## src/rtl/oam_dma.sv

```systemverilog
// oam_dma: CPU-side writer into sprite attribute memory (OAM).
// Decodes OAMADDR ($2003), OAMDATA ($2004) and the DMA trigger register.
// A DMA write halts the CPU and copies one 256-byte page of main memory into
// OAM, taking 513 CPU cycles when triggered on an even cycle and 514 on an odd one.
//
// Bus protocol: every register and state update is qualified by ce_cpu, which
// pulses for one clock25 cycle per CPU cycle. A CPU write is accepted on a
// ce_cpu tick with cpu_w=1. Memory data on mem_i is sampled on the ce_cpu tick
// that follows the tick in which dma_a/dma_rd were registered. oam_w is a
// single clock25 pulse and never waits for acknowledgement.
module oam_dma #(
  parameter logic [15:0] DMA_REG  = 16'h4014,
  parameter int          OAM_SIZE = 256
) (
  input  logic        clock25,
  input  logic        reset,
  input  logic        ce_cpu,
  input  logic [15:0] cpu_a,
  input  logic [7:0]  cpu_o,
  input  logic        cpu_w,
  input  logic [7:0]  mem_i,
  output logic        halt,
  output logic [15:0] dma_a,
  output logic        dma_rd,
  output logic [7:0]  oam_a,
  output logic [7:0]  oam_d,
  output logic        oam_w,
  output logic [7:0]  oamaddr,
  output logic [2:0]  dbg_state
);

  // Index of the last byte of a DMA copy.
  localparam logic [7:0] LAST_IDX = 8'(OAM_SIZE - 1);

  typedef enum logic [2:0] {
    S_IDLE  = 3'd0,
    S_WAIT  = 3'd1,
    S_ALIGN = 3'd2,
    S_READ  = 3'd3,
    S_WRITE = 3'd4
  } state_t;

  state_t      r_state;
  state_t      w_state_next;

  logic        r_halt,    w_halt_next;
  logic [15:0] r_dma_a,   w_dma_a_next;
  logic        r_dma_rd,  w_dma_rd_next;
  logic [7:0]  r_oam_a,   w_oam_a_next;
  logic [7:0]  r_oam_d,   w_oam_d_next;
  logic        r_oam_w,   w_oam_w_next;
  logic [7:0]  r_oamaddr, w_oamaddr_next;
  logic [7:0]  r_page,    w_page_next;
  logic [7:0]  r_idx,     w_idx_next;
  logic        r_cyc,     w_cyc_next;
  logic        r_par,     w_par_next;

  // PPU register window: $2000-$3FFF, mirrored every 8 bytes.
  logic w_ppu_sel;
  logic w_wr_oamaddr;
  logic w_wr_oamdata;
  logic w_wr_dma;

  assign w_ppu_sel    = (cpu_a[15:13] == 3'b001);
  assign w_wr_oamaddr = cpu_w && w_ppu_sel && (cpu_a[2:0] == 3'd3);
  assign w_wr_oamdata = cpu_w && w_ppu_sel && (cpu_a[2:0] == 3'd4);
  assign w_wr_dma     = cpu_w && (cpu_a == DMA_REG);

  // State register; reset wins over a simultaneous ce_cpu tick.
  always_ff @(posedge clock25) begin
    if (reset) r_state <= S_IDLE;
    else       r_state <= w_state_next;
  end

  // Next-state and datapath decisions; nothing moves without ce_cpu except
  // the oam_w pulse, which self-clears on the following clock.
  always_comb begin
    w_state_next   = r_state;
    w_halt_next    = r_halt;
    w_dma_a_next   = r_dma_a;
    w_dma_rd_next  = r_dma_rd;
    w_oam_a_next   = r_oam_a;
    w_oam_d_next   = r_oam_d;
    w_oam_w_next   = 1'b0;
    w_oamaddr_next = r_oamaddr;
    w_page_next    = r_page;
    w_idx_next     = r_idx;
    w_cyc_next     = r_cyc;
    w_par_next     = r_par;

    if (ce_cpu) begin
      w_cyc_next = ~r_cyc;
      case (r_state)
        S_IDLE: begin
          if (w_wr_dma) begin
            // Parity captured before this tick's toggle decides the alignment cycle.
            w_page_next  = cpu_o;
            w_idx_next   = 8'd0;
            w_par_next   = r_cyc;
            w_halt_next  = 1'b1;
            w_state_next = S_WAIT;
          end else if (w_wr_oamaddr) begin
            w_oamaddr_next = cpu_o;
          end else if (w_wr_oamdata) begin
            w_oam_a_next   = r_oamaddr;
            w_oam_d_next   = cpu_o;
            w_oam_w_next   = 1'b1;
            w_oamaddr_next = r_oamaddr + 8'd1;
          end
        end
        S_WAIT: begin
          w_state_next = r_par ? S_ALIGN : S_READ;
        end
        S_ALIGN: begin
          w_state_next = S_READ;
        end
        S_READ: begin
          // Page is never incremented, so page $FF wraps inside $FF00-$FFFF.
          w_dma_a_next  = {r_page, r_idx};
          w_dma_rd_next = 1'b1;
          w_state_next  = S_WRITE;
        end
        S_WRITE: begin
          // DMA writes relative to OAMADDR but leaves OAMADDR itself untouched.
          w_oam_a_next  = r_oamaddr + r_idx;
          w_oam_d_next  = mem_i;
          w_oam_w_next  = 1'b1;
          w_dma_rd_next = 1'b0;
          if (r_idx == LAST_IDX) begin
            w_halt_next  = 1'b0;
            w_state_next = S_IDLE;
          end else begin
            w_idx_next   = r_idx + 8'd1;
            w_state_next = S_READ;
          end
        end
        default: begin
          w_halt_next   = 1'b0;
          w_dma_rd_next = 1'b0;
          w_state_next  = S_IDLE;
        end
      endcase
    end
  end

  // Datapath registers; reset clears everything, aborting any DMA in flight.
  always_ff @(posedge clock25) begin
    if (reset) begin
      r_halt    <= 1'b0;
      r_dma_a   <= 16'h0000;
      r_dma_rd  <= 1'b0;
      r_oam_a   <= 8'h00;
      r_oam_d   <= 8'h00;
      r_oam_w   <= 1'b0;
      r_oamaddr <= 8'h00;
      r_page    <= 8'h00;
      r_idx     <= 8'h00;
      r_cyc     <= 1'b0;
      r_par     <= 1'b0;
    end else begin
      r_halt    <= w_halt_next;
      r_dma_a   <= w_dma_a_next;
      r_dma_rd  <= w_dma_rd_next;
      r_oam_a   <= w_oam_a_next;
      r_oam_d   <= w_oam_d_next;
      r_oam_w   <= w_oam_w_next;
      r_oamaddr <= w_oamaddr_next;
      r_page    <= w_page_next;
      r_idx     <= w_idx_next;
      r_cyc     <= w_cyc_next;
      r_par     <= w_par_next;
    end
  end

  assign halt      = r_halt;
  assign dma_a     = r_dma_a;
  assign dma_rd    = r_dma_rd;
  assign oam_a     = r_oam_a;
  assign oam_d     = r_oam_d;
  assign oam_w     = r_oam_w;
  assign oamaddr   = r_oamaddr;
  assign dbg_state = r_state;

endmodule

```

## config.mk

```make
export PLATFORM = sky130hd
export DESIGN_NAME = oam_dma
export DESIGN_NICKNAME = d
export VERILOG_FILES = /design/src/rtl/oam_dma.sv
export SDC_FILE = /design/constraint.sdc
export NUM_CORES = 1
export LEC_CHECK = 0
export CORE_MARGIN = 10
export CORE_UTILIZATION = 50
export CTS_CLUSTER_DIAMETER = 120
export DETAILED_ROUTE_END_ITERATION = 12
export PLACE_DENSITY = 0.93
export REMOVE_ABC_BUFFERS = 1
export SYNTH_ARGS = -nofsm -noshare
export SYNTH_HDL_FRONTEND = slang
export SYNTH_SLANG_ARGS = --single-unit
```

## constraint.sdc

```tcl
create_clock -name clock25 -period 3.3 [get_ports clock25]
set_input_delay 0.66 -clock clock25 [delete_from_list [all_inputs] [get_ports clock25]]
set_output_delay 0.66 -clock clock25 [all_outputs]
set_load 0.005 [all_outputs]
```

* Yosys cells after proc, flatten, opt, wreduce, memory -nomap -nowiden
Index checks and enable logic that the tools add are counted.
** Cells by class
- Add/subtract/negate cells :: 3
- Eq/ne operators :: 15
- Multiplexer cells :: 25
- Bitwise operators :: 5
- Reductions and logical operators :: 18
** Operator list (count)
- $mux W8 :: 10
- $pmux W8 S2 :: 3
- $add A8 B1 Y8 const B :: 2
- $eq A16 B15 Y1 const B :: 1
- $pmux W3 S5 :: 1
- $ne A2 B2 Y1 const B :: 6
- $reduce_and A4 Y1 :: 3
- $eq A3 B2 Y1 const B :: 3
- $add A8 B8 Y8 :: 1
- $eq A8 B8 Y1 const B :: 1
- $eq A3 B1 Y1 const B :: 2
- $eq A3 B3 Y1 const B :: 2
- $mux W1 :: 6
- $reduce_and A2 Y1 :: 3
- $reduce_or A3 Y1 :: 2
- $not A1 Y1 :: 5
- $reduce_and A5 Y1 :: 1
- $logic_and A1 B1 Y1 :: 4
- $pmux W1 S2 :: 2
- $reduce_bool A2 Y1 :: 2
- $logic_not A3 Y1 :: 1
- $mux W3 :: 1
- $pmux W1 S3 :: 1
- $reduce_and A3 Y1 :: 1
- 2 further kinds :: 2
** Word-level totals
- Register bits :: 64
- Bits of input ports :: 36
- Word-level logic and storage cells :: 78

* Logic depth before layout (Yosys ltp)
Gate-level depths: netlist of the first run.
- Depth after elaboration :: 7
- Gate-level depth with buffers :: 9
- Gate-level depth less buffers :: 9

* Least setup slack after synthesis of the first run
OpenSTA, ideal clock, no wires.
- Path type :: input -> register
- Start point :: input port cpu_a[1]
- End point :: register r_page[2]
- Arrival :: 1.973 ns
- Data required time :: 3.171 ns
- Path slack :: 1.199 ns
- Cell stages on the path :: 7
- Cell sequence :: or3b_1 > nand3b_1 > or3_1 > buf_2 > buf_6 > mux2i_1 > nor2_1
** On the way
- Longest elaborated chain between the ends :: 3
** Ends and longest elaborated chain
- start, declared :: line 18 : input logic [15:0] cpu_a,
- $eq A16 B15 Y1 :: line 67 : assign w_wr_dma = cpu_w && (cpu_a == DMA_REG);
- $logic_and A1 B1 Y1 :: line 67
- $reduce_and A3 Y1 (no source line)
- end signal, assigned :: line 168 : r_page <= w_page_next;
- end, declared :: line 53 : logic [7:0] r_page, w_page_next;
Every way passes these cells.
A chain may end at the register's enable or synchronous reset.

* Worst setup path in the final report of the first run
- Start point :: input port cpu_a[2]
- End point :: register r_idx[1]
** On the way
- Longest elaborated chain between the ends :: 4
** Ends and longest elaborated chain
- $eq A16 B15 Y1 :: line 67
- $logic_and A1 B1 Y1 :: line 67
- $ne A2 B2 Y1 (no source line)
- $reduce_and A4 Y1 (no source line)
- end signal, assigned :: line 169 : r_idx <= w_idx_next;
- end, declared :: line 54 : logic [7:0] r_idx, w_idx_next;
Every way passes these cells.

==> results of run 1 <==
## flip-flops by register name (all words and copies together), names as in the netlist
name	count
r_page	8
dbg_state	3
dma_a	16
r_idx	8
oam_d	8
oam_w	1
r_par	1
halt	1
dma_rd	1
r_cyc	1
oamaddr	8
oam_a	8
## path summary, 6_finish.rpt
| kind | endpoint | depth (start not counted) | startpoint |
|---|---|---|---|
| worst max-delay path | r_idx[1] | 8 | cpu_a[2] |
| worst min-delay path | dma_a[8] | 2 | dma_a[8] |
| worst max register to register | oam_a[6] | 9 | r_idx[0] |
| worst min register to register | dma_a[8] | 2 | dma_a[8] |
## kinds of logic (layout without fill, tap and decap cells)
group,Yosys count,in the layout,synth area share
AND/OR/NAND/NOR,173,173,0.256
AO/OA/AOI/OAI,101,101,0.201
flip-flops,64,64,0.407
buffers and inverters,33,111,0.0465
adder cells (fa/ha/maj),10,10,0.0421
multiplexers,9,9,0.0286
XOR/XNOR,7,7,0.0195
## cell usage in the layout, fill, tap and decap left out, types with 9 or more instances in the layout
cell type | synthesis | layout
dfxtp_1 | 64 | 64
clkdlybuf4s50_1 | 0 | 80
o21ai_0 | 19 | 19
ha_1 | 9 | 9
nor2_1 | 45 | 45
clkbuf_8 | 0 | 10
a21oi_1 | 39 | 39
mux2i_1 | 9 | 9
nand2_1 | 74 | 74
a311oi_1 | 14 | 14
## layer usage
layer,global-route usage,vias to the layer above,part of all wire
met5,0,-,0
met3,0.0602,19,0.10
met2,0.291,156,0.48
li1,-,1540,-
met4,0.0606,0,0.019
met1,0.200,1489,0.40
## power by group
part           internal (mW)  switching (mW)
Sequential             0.774         0.00170
Combinational         0.0481          0.0344
Clock                  0.368           0.309
## tightest hold or removal path, stage by stage, from the launching register on
cell     delay (ps)
dfxtp_1         310
nand2_1          50
a21oi_1          50
## final cells by class
cell class                 instances  area [sq um]
timing repair buffer              88           858
clock inverter                     5          56.3
sequential                        64          1280
clock buffer                      11           141
tap                               75          93.8
fill                             471          1840
inverter                           7          26.3
multi-input combinational        300          1720
## synthesized netlist by cell type (all sizes together) (5+ instances only)
cell type and number:
nand2 74, dfxtp 64, nor2 47, a21oi 40
o21ai 20, a311oi 14, buf 13, clkbuf 13
ha 9, mux2i 9, nor3 9, nand2b 8
nand3 8, inv 7, xnor2 5
## through the flow
stage          total power, mW  utilization
2_1_floorplan            0.809            -
3_3_place_gp             0.874        0.661
3_5_place_dp             0.875        0.661
4_1_cts                   1.54        0.694
5_1_grt                   1.57        0.694
6_report                  1.54        0.694
==> flow_metrics.env, run 1 <==
export IMPL_dpl_cell_count=534
export IMPL_drt_total_wl_mm=8.87
export IMPL_timing_hold_ws_ps=456
export IMPL_post_cts_buffers=0
export IMPL_drc=0
export IMPL_io_buffer_count=81
export IMPL_drtAntennaViolNets=0
export IMPL_netlist_area_sq_um=3150
export IMPL_start_kind="primary input"
export IMPL_cts_root_buf="clkbuf_8"
export IMPL_track_usage=0.173
export IMPL_grt_pass1_wl_mm=14.3
export IMPL_start_util=0.523
export IMPL_finalWorstSetupSlack_ps=887
export IMPL_synth_edff_count=0
export IMPL_fin_tns_setup_ps=0
export IMPL_path_clk_slew_ps=70
export IMPL_place_area_sq_um=3980
export IMPL_gp_congestion=0.888
export IMPL_first_iter_violations=186
export IMPL_final_layout_size_suffix_gt1_frac=0.0674
export IMPL_cap_violations=0
export IMPL_fmax_ghz=0.414
export IMPL_worst_pin_slew_ps=863
export IMPL_synth_avg_cell_area_sq_um=7.94
export IMPL_cts_htree_levels=3
export IMPL_slew_violations=0
export IMPL_vias=3204
export IMPL_period_share=0.731
export IMPL_finalClockSkew_ps=4.47
export IMPL_yosysWarningCount=0
export IMPL_ctsHoldBuffers=0
export IMPL_synth_yosys_seq_area_share=0.407
export IMPL_synth_seq_cells=64
export IMPL_cts_buffers=9
export IMPL_fp_row_count=28
export IMPL_drtPass1Iterations=4
export IMPL_cts_tree="yes"
export IMPL_fin_area_sq_um=4180
export IMPL_path_max_fanout=10
export IMPL_synth_top_area_share=0.407
export IMPL_end_kind="flop"
export IMPL_layout_nets=516
export IMPL_core_area_sq_um=6030
export IMPL_synthCells=397
export IMPL_grt_ovfl_total=0
export IMPL_clock_latency_ps=350
export IMPL_ir_worst_vdd_uv=239
export IMPL_synth_cell_types=53
export IMPL_syn_to_final_growth_pct=32.7
export IMPL_timing_hold_violations_final=0
export IMPL_die_w_microns=99.4
export IMPL_place_ws_ps=537
export IMPL_path_buf_inv=2
export IMPL_cts_resized_gates=0
export IMPL_dp_hpwl_mm=6.53
export IMPL_critPathRequiredTime_ps=3570
export IMPL_p_leak_nw=1.49
export IMPL_cp_slowest_cell="clkdlybuf4s50_1"
export IMPL_routed_via_density=5.83
export IMPL_period_needed_ps=2410
export IMPL_antenna_found_initial=0
export IMPL_path_delay_family="simple AND/OR/NAND/NOR gates"
export IMPL_ff2ff_setup_slack_ps=1040
export IMPL_cts_path_max_buffers=2
export IMPL_die_height_microns=99.4
export IMPL_n_antenna_cell=0
export IMPL_ys_flop_type="dfxtp_1"
export IMPL_synth_largest_area_cell="dfxtp_1"
export IMPL_path_cells="clkdlybuf4s50_1 -> or3b_1 -> nand3b_1 -> or3_1 -> buf_4 -> o21ai_2 -> nand3_1 -> a21oi_1"
export IMPL_cts_sinks=64
export IMPL_wl_per_cell_microns=16.1
export IMPL_rsz0062_at_grt="false"
export IMPL_grt_pass1_vias=3009
export IMPL_min_path_type="flop to flop"
export IMPL_grt_max_degree=49
export IMPL_async_reset_ff_frac=0
export IMPL_path_class="primary input to flop"
export IMPL_fin_cells=550
export IMPL_dieArea_sq_um=9880
export IMPL_relSlewSlack=0.425
export IMPL_power_per_cell_area_nw_per_um2=367
export IMPL_crit_arrival_ps=2680
export IMPL_ys_top_cells_by_area="dfxtp_1, nand2_1, a21oi_1, nor2_1, a311oi_1"
export IMPL_status="finished clean"
export IMPL_setup_violations=0
export IMPL_max_stage_delay_ps=460
export IMPL_num_io_pins=82
Power figures use the tool's default switching activity.
==> inputs of run 2 (changes only) <==
--- a/config.mk
+++ b/config.mk
@@ -6,10 +6,10 @@
 export NUM_CORES = 1
 export LEC_CHECK = 0
 export CORE_MARGIN = 10
-export CORE_UTILIZATION = 50
+export CORE_UTILIZATION = 44
 export CTS_CLUSTER_DIAMETER = 120
 export DETAILED_ROUTE_END_ITERATION = 12
-export PLACE_DENSITY = 0.93
+export PLACE_DENSITY = 0.87
 export REMOVE_ABC_BUFFERS = 1
 export SYNTH_ARGS = -nofsm -noshare
 export SYNTH_HDL_FRONTEND = slang
==> constraint.sdc (replaced) <==
create_clock -name clock25 -period 2.2 [get_ports clock25]
set_input_delay 0.44 -clock clock25 [delete_from_list [all_inputs] [get_ports clock25]]
set_output_delay 0.44 -clock clock25 [all_outputs]
set_load 0.005 [all_outputs]
==> flow_metrics.env, run 2 (synthesized netlist as in run 1, its figures left out) <==
export IMPL_status="finished clean"
export IMPL_internal_power_mw=1.79
export IMPL_dp_hpwl_mm=6.84
export IMPL_drtAntennaViolNets=0
export IMPL_start_kind="flop"
export IMPL_largest_reg_flops=16
export IMPL_finalClockSkew_ps=6.19
export IMPL_timing_hold_violations_final=0
export IMPL_end_kind="output pin"
export IMPL_path_clk_slew_ps=70
export IMPL_gp_congestion=0.903
export IMPL_grt_busiest_layer="met2"
export IMPL_fillers=572
export IMPL_routed_via_density=5.43
export IMPL_cts_path_max_buffers=2
export IMPL_drtPass1Iterations=5
export IMPL_grtUsageMet3=0.0639
export IMPL_cap_violations=0
export IMPL_core_area_sq_um=6870
export IMPL_fin_cells=591
export IMPL_p_sw_uw=526
export IMPL_cts_tree="yes"
export IMPL_ff2ff_setup_slack_ps=180
export IMPL_fin_area_sq_um=4370
export IMPL_antenna_found_initial=0
export IMPL_io_buffer_count=81
export IMPL_max_stage_delay_ps=630
export IMPL_grt_pass1_wl_mm=15.5
export IMPL_final_layout_size_suffix_gt1_frac=0.113
export IMPL_p_sw_frac=0.228
export IMPL_timing_hold_ws_ps=454
export IMPL_slew_violations=0
export IMPL_path_cells="clkdlybuf4s50_1"
export IMPL_wl_per_cell_microns=15.5
export IMPL_syn_to_final_growth_pct=38.7
export IMPL_ir_worst_vdd_uv=213
export IMPL_p_leak_nw=1.60
export IMPL_cts_sinks=64
export IMPL_cp_slowest_cell="dfxtp_1"
export IMPL_start_util=0.459
export IMPL_fp_row_count=30
export IMPL_path_class="flop to output pin"
export IMPL_vias=3210
export IMPL_path_buf_inv=1
export IMPL_dpl_cell_count=576
export IMPL_drc=0
export IMPL_cts_htree_levels=3
export IMPL_met1_usage=0.203
export IMPL_layout_common_cells="clkdlybuf4s50_1, nand2_1, dfxtp_1"
export IMPL_crit_arrival_ps=1580
export IMPL_grt_pass1_vias=3236
export IMPL_layout_nets=537
export IMPL_relSlewSlack=0.575
export IMPL_place_area_sq_um=4170
export IMPL_mostFrequentLayoutCell="clkdlybuf4s50_1"
export IMPL_setup_violations=0
export IMPL_power_per_cell_area_nw_per_um2=529
export IMPL_dieArea_sq_um=10900
export IMPL_cts_root_buf="clkbuf_8"
export IMPL_post_cts_buffers=0
export IMPL_path_delay_family="flip-flops"
export IMPL_period_share=0.920
export IMPL_num_io_pins=82
export IMPL_critPathRequiredTime_ps=1760
export IMPL_die_w_microns=105
export IMPL_first_iter_violations=274
export IMPL_min_path_type="flop to flop"
export IMPL_path_max_fanout=16
export IMPL_grt_max_degree=23
export IMPL_track_usage=0.169
export IMPL_rsz0062_at_grt="false"
export IMPL_clock_latency_ps=350
export IMPL_use_met2=0.269
export IMPL_drt_total_wl_mm=9.17
export IMPL_cts_buffers=9
export IMPL_period_needed_ps=2020
export IMPL_finalWorstSetupSlack_ps=177
export IMPL_grt_ovfl_total=0
export IMPL_clkPwrFrac=0.441
export IMPL_place_ws_ps=-223
export IMPL_n_antenna_cell=0
export IMPL_fmax_ghz=0.494
export IMPL_worst_pin_slew_ps=631
export IMPL_pwr_share_seq=0.503
export IMPL_pwr_share_comb=0.057
export IMPL_die_height_microns=105
[run 2: cell types whose count changed in the layout (fill, tap and decap cells not counted)]
cell	change
or3_4	+2
inv_6	+1
buf_4	+21
o21ai_0	-1
dfxtp_2	+1
o21ai_1	+1
dfxtp_1	-1
or3_1	-2
clkbuf_1	-1
clkinv_4	-1
[run 2: stage by stage]
| step | utilization | power, mW | TNS [ps] |
|---|---|---|---|
| 2_1_floorplan | - | 1.21 | 0 |
| 6_report | 0.637 | 2.31 | 0 |
| 3_5_place_dp | 0.607 | 1.32 | -4470 |
| 3_3_place_gp | 0.607 | 1.32 | -3470 |
| 5_1_grt | 0.637 | 2.38 | 0 |
| 4_1_cts | 0.635 | 2.33 | 0 |
[run 2: final timing paths]
path                              startpoint            to  depth (start not counted)
worst max register to register      r_idx[1]      oam_a[4]                          7
worst min-delay path                dma_a[6]      dma_a[6]                          2
worst max-delay path            dbg_state[2]  dbg_state[2]                          1
worst min register to register      dma_a[6]      dma_a[6]                          2
[run 2: routing by layer]
layer  up-vias  wire (microns)
li1       1582               -
met1      1488            4020
met2       126            4270
met3        14             705
met4         0             172
met5         -               0
[run 2: power by group through the flow]
stage | registers [mW] | logic [mW] | clock network, mW
after detailed placement | 1.19 | 0.130 | 0
after floorplan | 1.19 | 0.0230 | 0
final | 1.16 | 0.131 | 1.02
after global placement | 1.19 | 0.128 | 0
after global routing | 1.16 | 0.141 | 1.07
after CTS | 1.16 | 0.131 | 1.04
[run 2: cell type report]
class                           count  area, sq um  area share
Timing Repair Buffer              109         1020       0.232
Multi-Input combinational cell    300         1730       0.397
Clock buffer                       10          138      0.0315
Clock inverter                      5         56.3      0.0129
Tap cell                           96          120      0.0275
Sequential cell                    64         1280       0.293
Inverter                            7         26.3     0.00601
[run 2: repair_timing]
| action | in CTS | in global routing |
|---|---|---|
| setup endpoints to repair | 0 | 8 |
| gates resized for setup | 0 | 4 |
| hold buffers | 0 | 0 |
==> inputs of run 3 (changes only) <==
--- a/config.mk
+++ b/config.mk
@@ -9,7 +9,7 @@
 export CORE_UTILIZATION = 44
 export CTS_CLUSTER_DIAMETER = 120
 export DETAILED_ROUTE_END_ITERATION = 12
-export PLACE_DENSITY = 0.87
+export PLACE_DENSITY = 0.81
 export REMOVE_ABC_BUFFERS = 1
 export SYNTH_ARGS = -nofsm -noshare
 export SYNTH_HDL_FRONTEND = slang
==> flow_metrics.env, run 3 (synthesized netlist as in run 1, its figures left out) <==
export IMPL_status="finished clean"
export IMPL_fin_tns_setup_ps=0
export IMPL_path_clk_slew_ps=70
export IMPL_fmax_ghz=0.472
export IMPL_dp_hpwl_mm=6.76
export IMPL_rsz0062_at_grt="false"
export IMPL_ff2ff_setup_slack_ps=150
export IMPL_first_iter_violations=188
export IMPL_slew_violations=0
export IMPL_fin_cells=591
export IMPL_core_area_sq_um=6870
export IMPL_grt_pass1_wl_mm=15.1
export IMPL_cts_root_buf="clkbuf_8"
export IMPL_gp_congestion=0.884
export IMPL_path_class="primary input to flop"
export IMPL_routed_via_density=5.43
export IMPL_vias=3207
export IMPL_die_w_microns=105
export IMPL_drtPass1Iterations=4
export IMPL_r2r_cells=9
export IMPL_start_kind="primary input"
export IMPL_cp_slowest_cell="clkdlybuf4s50_1"
export IMPL_ctsHoldBuffers=0
export IMPL_num_io_pins=82
export IMPL_drt_total_wl_mm=9.17
export IMPL_grt_pass1_vias=3217
export IMPL_period_needed_ps=2120
export IMPL_final_layout_size_suffix_gt1_frac=0.109
export IMPL_p_leak_nw=1.60
export IMPL_power_per_cell_area_nw_per_um2=559
export IMPL_cp_startpoint="cpu_a[2]"
export IMPL_cts_buffers=9
export IMPL_cts_htree_levels=3
export IMPL_path_delay_family="simple AND/OR/NAND/NOR gates"
export IMPL_die_height_microns=105
export IMPL_hold_start="dma_a[15]"
export IMPL_fillers=608
export IMPL_dieArea_sq_um=10900
export IMPL_worst_pin_slew_ps=805
export IMPL_timing_hold_violations_final=0
export IMPL_fin_area_sq_um=4390
export IMPL_max_stage_delay_ps=460
export IMPL_place_area_sq_um=4160
export IMPL_cts_sinks=64
export IMPL_antenna_found_initial=0
export IMPL_min_to="dma_a[15]"
export IMPL_cts_tree="yes"
export IMPL_track_usage=0.162
export IMPL_dpl_cell_count=575
export IMPL_n_antenna_cell=0
export IMPL_drc=0
export IMPL_total_power_mw=2.45
export IMPL_path_cells="clkdlybuf4s50_1 -> or3b_1 -> nand3b_1 -> or3_1 -> buf_4 -> mux2i_1 -> nor2_1"
export IMPL_wl_per_cell_microns=15.5
export IMPL_largest_reg_flops=16
export IMPL_reg2reg_from="r_idx[0]"
export IMPL_relSlewSlack=0.463
export IMPL_r2r_end="oam_a[6]"
export IMPL_cap_violations=0
export IMPL_critPathRequiredTime_ps=2440
export IMPL_cts_path_max_buffers=2
export IMPL_layout_nets=536
export IMPL_syn_to_final_growth_pct=39.4
export IMPL_io_buffer_count=81
export IMPL_grt_ovfl_total=0
export IMPL_path_max_fanout=9
export IMPL_grt_max_degree=32
export IMPL_end_kind="flop"
export IMPL_min_path_type="flop to flop"
export IMPL_period_share=0.963
export IMPL_path_buf_inv=2
export IMPL_ir_worst_vdd_uv=353
export IMPL_crit_arrival_ps=2350
export IMPL_final_util=0.640
export IMPL_min_delay_path_depth=2
export IMPL_fp_row_count=30
export IMPL_clock_latency_ps=350
export IMPL_layout_common_cells="clkdlybuf4s50_1, nand2_1, dfxtp_1"
export IMPL_finalClockSkew_ps=10.4
export IMPL_start_util=0.459
export IMPL_drtAntennaViolNets=0
export IMPL_setup_violations=0
export IMPL_mostFrequentLayoutCell="clkdlybuf4s50_1"
export IMPL_post_cts_buffers=0
[run 3: cell types whose count changed in the layout (fill, tap and decap cells not counted), sizes merged]
| cell | delta |
|---|---|
| buf | -1 |
| bufinv | +1 |
[run 3: worst max-delay path by stage]
stage,end,slack [ps],cells after the start
2_1_floorplan,r_idx[7],120,6
3_3_place_gp,oamaddr[6],-190,7
3_5_place_dp,oamaddr[0],-270,8
4_1_cts,r_page[2],80,7
5_1_grt,r_idx[0],20,7
6_report,r_page[2],80,7
[run 3: power breakdown]
part	total, mW	internal [mW]	switching (mW)
registers	1.16	1.16	0.00210
clock network	1.16	0.672	0.487
logic	0.132	0.0784	0.0539
total	2.45	1.91	0.543
[run 3: metrics by stage]
step                worst slack (ps)  hold slack (ps)
floorplan                        125              425
finish                          80.8              456
CTS                             80.3              456
global route                    18.7              480
detailed placement              -266              446
global placement                -186              441
[run 3: worst reg2reg max path, delay by kind of cell (launching register included)]
family / cells / cell delay (ps)
AO/OA/AOI/OAI: 5 / 750
AND/OR/NAND/NOR: 1 / 200
buffers and inverters: 1 / 60
adder cells (fa/ha/maj): 2 / 600
flip-flops: 1 / 350
[run 3: area by class of cell]
| type | instances | area [sq um] | share of cell area |
|---|---|---|---|
| multi-input combinational | 300 | 1730 | 0.394 |
| sequential | 64 | 1280 | 0.292 |
| timing repair buffer | 108 | 1010 | 0.230 |
| clock buffer | 10 | 138 | 0.0313 |
| tap | 96 | 120 | 0.0273 |
| clock inverter | 6 | 90.1 | 0.0205 |
| inverter | 7 | 26.3 | 0.00598 |
[run 3: layer usage]
layer	vias up	part of all wire	track usage	wire length [microns]
li1	1579	-	-	-
met3	17	0.076	0.0504	698
met2	131	0.47	0.275	4350
met4	0	0.017	0.0490	153
met5	-	0	0	0
met1	1480	0.43	0.192	3970
[run 3: what timing repair did]
action                                  in CTS  in global routing
hold endpoints to repair                     0                  0
endpoints found under the setup margin       0                  1
gates resized for setup                      0                  1
